File: config.mk
export PLATFORM = sky130hd
export DESIGN_NAME = dmux4way_sched
export DESIGN_NICKNAME = d
export VERILOG_FILES = /design/src/rtl/dmux4way_sched.sv
export SDC_FILE = /design/constraint.sdc
export NUM_CORES = 1
export LEC_CHECK = 0
export CAP_MARGIN = 20
export CELL_PAD_IN_SITES_DETAIL_PLACEMENT = 0
export CELL_PAD_IN_SITES_GLOBAL_PLACEMENT = 2
export CORE_MARGIN = 2
export CORE_UTILIZATION = 19
export DETAILED_ROUTE_END_ITERATION = 7
export MAX_ROUTING_LAYER = met4
export PLACE_DENSITY = 0.79
export SETUP_SLACK_MARGIN = 0.2
export SYNTH_ARGS = -nofsm -noshare
export SYNTH_HDL_FRONTEND = slang
export SYNTH_SLANG_ARGS = --single-unit
File: constraint.sdc
create_clock -name clk -period 1.6 [get_ports clk]
set_input_delay 0.24 -clock clk [delete_from_list [all_inputs] [get_ports clk]]
set_output_delay 0.24 -clock clk [all_outputs]
set_load 0.005 [all_outputs]
File: src/rtl/dmux4way_sched.sv
// 1-to-4 demux sequencer: takes one word from upstream and delivers it to one
// channel (unicast) or to channels 0..3 in order (broadcast), with optional stall timeout.
module dmux4way_sched #(
  parameter int WIDTH   = 16,
  parameter int TIMEOUT = 0
) (
  input  logic             clk,
  input  logic             reset,
  input  logic             in_valid,
  output logic             in_ready,
  input  logic [WIDTH-1:0] in_data,
  input  logic [1:0]       in_dest,
  input  logic             in_bcast,
  output logic [1:0]       sel,
  output logic [WIDTH-1:0] out_data,
  output logic [3:0]       out_valid,
  input  logic [3:0]       out_ready,
  output logic             busy,
  output logic             done,
  output logic [3:0]       err
);

  localparam int TW = (TIMEOUT > 0) ? $clog2(TIMEOUT + 1) : 1;
  localparam logic [TW-1:0] TLAST = (TIMEOUT > 0) ? TW'(TIMEOUT - 1) : '0;

  typedef enum logic {IDLE, SEND} state_t;

  state_t           state_q, state_d;
  logic [1:0]       sel_q, sel_d;
  logic [WIDTH-1:0] data_q, data_d;
  logic             bcast_q, bcast_d;
  logic [TW-1:0]    tcnt_q, tcnt_d;
  logic             done_q, done_d;
  logic [3:0]       err_q, err_d;
  logic             ack;
  logic             tmo;

  assign in_ready  = (state_q == IDLE) && !reset;
  assign busy      = (state_q == SEND);
  assign sel       = sel_q;
  assign out_data  = data_q;
  assign out_valid = (state_q == SEND) ? (4'b0001 << sel_q) : 4'b0000;
  assign done      = done_q;
  assign err       = err_q;

  always_comb begin
    state_d = state_q;
    sel_d   = sel_q;
    data_d  = data_q;
    bcast_d = bcast_q;
    tcnt_d  = tcnt_q;
    done_d  = 1'b0;
    err_d   = err_q;
    ack     = out_ready[sel_q];
    // Timeout fires on the last permitted offer cycle, only if the consumer is still not ready.
    tmo     = (TIMEOUT > 0) && (tcnt_q == TLAST) && !ack;
    case (state_q)
      IDLE: begin
        if (in_valid && in_ready) begin
          data_d  = in_data;
          bcast_d = in_bcast;
          sel_d   = in_bcast ? 2'd0 : in_dest;
          tcnt_d  = '0;
          state_d = SEND;
        end
      end
      SEND: begin
        if (ack || tmo) begin
          if (tmo) err_d[sel_q] = 1'b1;
          if (!bcast_q || sel_q == 2'd3) begin
            state_d = IDLE;
            done_d  = 1'b1;
          end else begin
            sel_d  = sel_q + 2'd1;
            tcnt_d = '0;
          end
        end else if (TIMEOUT > 0) begin
          tcnt_d = tcnt_q + TW'(1);
        end
      end
      default: state_d = IDLE;
    endcase
  end

  always_ff @(posedge clk) begin
    if (reset) begin
      state_q <= IDLE;
      sel_q   <= 2'd0;
      data_q  <= '0;
      bcast_q <= 1'b0;
      tcnt_q  <= '0;
      done_q  <= 1'b0;
      err_q   <= 4'b0000;
    end else begin
      state_q <= state_d;
      sel_q   <= sel_d;
      data_q  <= data_d;
      bcast_q <= bcast_d;
      tcnt_q  <= tcnt_d;
      done_q  <= done_d;
      err_q   <= err_d;
    end
  end

endmodule

[Yosys cells after proc, flatten, opt, wreduce, memory -nomap -nowiden]
Index checks and enable logic that the tools add are counted.
Storage, ports and cells
  output and inout port bits: 29
  word-level logic and storage cells: 35
  register bits after elaboration: 21
  bits of input ports: 26
Cells by class
  bitwise logic cells: 2
  shifts and indexed selects: 1
  add/subtract/negate cells: 1
  magnitude comparators: 1
  eq/ne operators: 4
  reduce and logical (&&, ||, !) cells: 8
  muxes and demuxes: 13
Operator list (count)
  $mux 2: 4
  $mux 1: 5
  $mux 4: 1
  $ne 2x1->1 const B: 2
  $pmux 2 s2: 1
  $shl 1x2->4 const A: 1
  $lt 2x3->1 const B: 1
  $reduce_and 3->1: 1
  $reduce_or 3->1: 1
  $add 2x1->2 const B: 1
  $bmux 1 s2: 1
  $eq 2x2->1 const B: 1
  $logic_and 1x1->1: 2
  $logic_not 1->1: 2
  $ne 2x2->1 const B: 1
  $not 1->1: 2
  $pmux 1 s2: 1
  $reduce_and 2->1: 1
  $logic_or 1x1->1: 1

[Longest topological paths before layout]
  word-level depth: 5
  mapped depth: 5
  gate-level depth less buffers: 5

[Worst setup path after synthesis]
Ideal clock, no wire load.
  path kind: register to register
  from: register sel_q[0], in the netlist sel[0]
  to: register sel_q[1], in the netlist sel[1]
  required time: 1.477 ns
  data arrival time: 1.426 ns
  clock period less this slack: 1.549 ns
  path slack: 0.051 ns
  buffers on the path: 0
  cell stages (with the launch flop): 4
  cells stage by stage: dfxtp_1 -> mux4_2 -> a31oi_1 -> mux2_1
Between the ends
  longest elaborated chain between the ends: 4
RTL lines
  from (decl): RTL line 29  | logic [1:0] sel_q, sel_d;
  from (signal assigned): RTL line 96  | sel_q <= sel_d;
  $add 2x1->2 (tied with other cells): RTL line 74  | sel_d = sel_q + 2'd1;
  $mux 2 (tied with other cells): RTL line 70  | if (!bcast_q || sel_q == 2'd3) begin
  $mux 2 (tied with other cells): RTL line 68  | if (ack || tmo) begin
  $pmux 2 s2 / $reduce_and 3->1 (equally long branches)
Parallel ways exist; a longest one is shown, timed or not. The select of a mux whose other input is x is not followed.
A chain may end at the register's enable or synchronous reset.

[Worst setup path after layout]
Same ends and word-level chain as after synthesis.

==> flow_summary.ini <==
[outcome]
status = finished clean

[setup_path]
crit_chain = buf_6, mux4_2, a31oi_4, mux2_4
path_buf_inv = 1
crit_slowest_cell = mux4_2
max_stage_delay_ps = 540
ff2ff_path_depth = 4
startpoint_type = flop
cp.arrival_ps = 1710
critical_path_class = flop to flop
crit_family = multiplexers
ff2ff_setup_slack_ps = 30
reg2reg_from = sel[0]$_SDFFE_PP0P_
crit_fanout = 3
crit_path_end_kind = flop
required_ps = 1740
r2r-end = sel[1]$_SDFFE_PP0P_

[sta]
layout_min_cycle_time_ps = 1570
finalClockSkew_ps = 2.88
clock.fmax_mhz = 637
min_period_over_period_pct = 98.1
tns_ps = 0
slew_viol_final = 0
finalHoldViolations = 0
rsz0062_at_grt = true
setup_viol = 0

[global_routing]
grt.overflow.total = 0
grt_pass1_wl_um = 3890
antenna_found_initial = 0
grt_usage_pct = 9.26
grt_pass1_vias = 864
grt_max_degree = 20

[cts]
clock-root-buffer = clkbuf_8
cts_buffers = 3
htree_num_levels = 1
clk_pin_slew_ps = 70
clk-insertion-delay-late_ps = 250
clock-sinks = 21
ctsHoldBuffers = 0
cts_tree = yes
clock_path_buffers = 2

[cells_and_area]
final_common_cell = clkdlybuf4s50_1
area_growth_pct = 76.5
fin_cells = 239
drive_gt1_share_pct = 19.8
nNetsFinal = 203
n_antenna_cell = 0
final_cell_mix = clkdlybuf4s50_1 (43), nand2_1 (35), dfxtp_1 (18), o21ai_0 (17), buf_4 (10)

[synth]
yosysWarnings = 0
syn_avg_cell_area_um2 = 8.26
synthCells = 113
synthDistinctLibCells = 25
synth_edf_count = 0
synth_ff_type = dfxtp_1
ys_seq_elements = 21
ys_async_sr_fraction_pct = 0
ys_seq_area_share_pct = 45.0
netlist_area_um2 = 933

[drt]
num_vias = 927
drtIter0Drc = 39
wl_per_cell_um = 10.8
drt_wl_total_um = 2590
drc_errors = 0
viasPerCell = 3.88
antenna_left = 0
firstDrtPassIters = 4

[floorplan]
dieArea_mm2 = 0.00549
fp.dieW_um = 74.1
die_y_um = 74.1
io_pins = 55
core_mm2 = 0.00472
start_util_pct = 19.8
std_cell_rows = 25

[pwr]
leakagePower_uw = 0.000652
vdd_drop_max_mv = 0.240
powerDensity_mw_per_mm2 = 731

[placed_design]
hpwl_um = 1920
gp_congestion = 0.723
dp_cells = 227
io_buffers = 50

[hold_path]
hold_start = out_data[8]$_SDFFE_PP0P_
hp-class = flop to flop
whs_endpoint = out_data[8]$_SDFFE_PP0P_
hold_depth = 2

[job]
drv_cap = 0
[where the power goes]
part | switching, µW | internal, µW
Combinational | 97.0 | 176
Clock | 164 | 177
Sequential | 30.6 | 561
[worst min-delay path: stages, from the launching register on]
cell,delay (ps)
dfxtp_1,310
nand2_1,50
o21ai_0,60
[cells in the mapped netlist (2+ instances only)]
cell type	n	area share, %
nand2_1	35	14
dfxtp_1	21	45
o21ai_0	17	9.1
and2_1	4	2.7
buf_4	4	3.2
ha_1	4	5.4
buf_2	3	1.6
clkbuf_1	3	1.2
a31oi_1	2	1.3
inv_1	2	0.80
mux2_1	2	2.4
nor2_1	2	0.80
nor3b_1	2	1.6
[flip-flops by register name, indices dropped and copies added, names as in the netlist]
signal	flops
busy	1
out_data	16
done	1
bcast_q	1
sel	2
[area by class of cell]
| cell class | instances | area, µm² |
|---|---|---|
| Timing Repair Buffer | 62 | 581 |
| Fill cell | 489 | 3080 |
| Clock buffer | 4 | 45.0 |
| Sequential cell | 21 | 429 |
| Inverter | 3 | 16.3 |
| Tap cell | 67 | 83.8 |
| Multi-Input combinational cell | 82 | 493 |
[worst max path at each step]
stage	startpoint	endpoint	depth (start not counted)
2_1_floorplan	sel[0]$_SDFFE_PP0P_	sel[1]$_SDFFE_PP0P_	3
3_3_place_gp	out_ready[3]	sel[1]$_SDFFE_PP0P_	4
3_5_place_dp	out_ready[3]	sel[1]$_SDFFE_PP0P_	4
4_1_cts	sel[0]$_SDFFE_PP0P_	sel[1]$_SDFFE_PP0P_	4
5_1_grt	sel[0]$_SDFFE_PP0P_	sel[1]$_SDFFE_PP0P_	4
6_report	sel[0]$_SDFFE_PP0P_	sel[1]$_SDFFE_PP0P_	4
[through the flow]
stage	setup WS, ps	hold WS, ps	utilization, %	cell area [µm²]	power (µW)
4_1_cts	-11.2	464	33.5	1580	1210
6_report	29.8	458	34.9	1650	1210
3_3_place_gp	-161	445	32.0	1510	853
3_5_place_dp	-171	454	32.0	1510	857
2_1_floorplan	157	300	-	948	689
5_1_grt	-17.5	490	34.9	1650	1280
[kinds of logic after synthesis]
| family | Yosys count | share of synthesized area [%] |
|---|---|---|
| fa+ha+maj | 4 | 5.36 |
| simple gates | 48 | 22.9 |
| other cells | 1 | 0.402 |
| compound gates | 22 | 13.0 |
| mux | 4 | 6.03 |
| flops | 21 | 45.0 |
| buf+inv | 13 | 7.24 |
[timing repair]
item                                    in CTS  in global routing
gates resized for setup                     19                 13
endpoints found under the setup margin       9                  9
hold endpoints to repair                     0                  0
setup buffers                                4                  4
pin swaps                                    2                  1
[metal layers]
metal,GRT usage (%),routed length (µm)
met3,2.71,179
met1,10.8,1150
met5,-,0
met2,15.9,1260
met4,1.82,0
(Power assumes the default switching activity.)
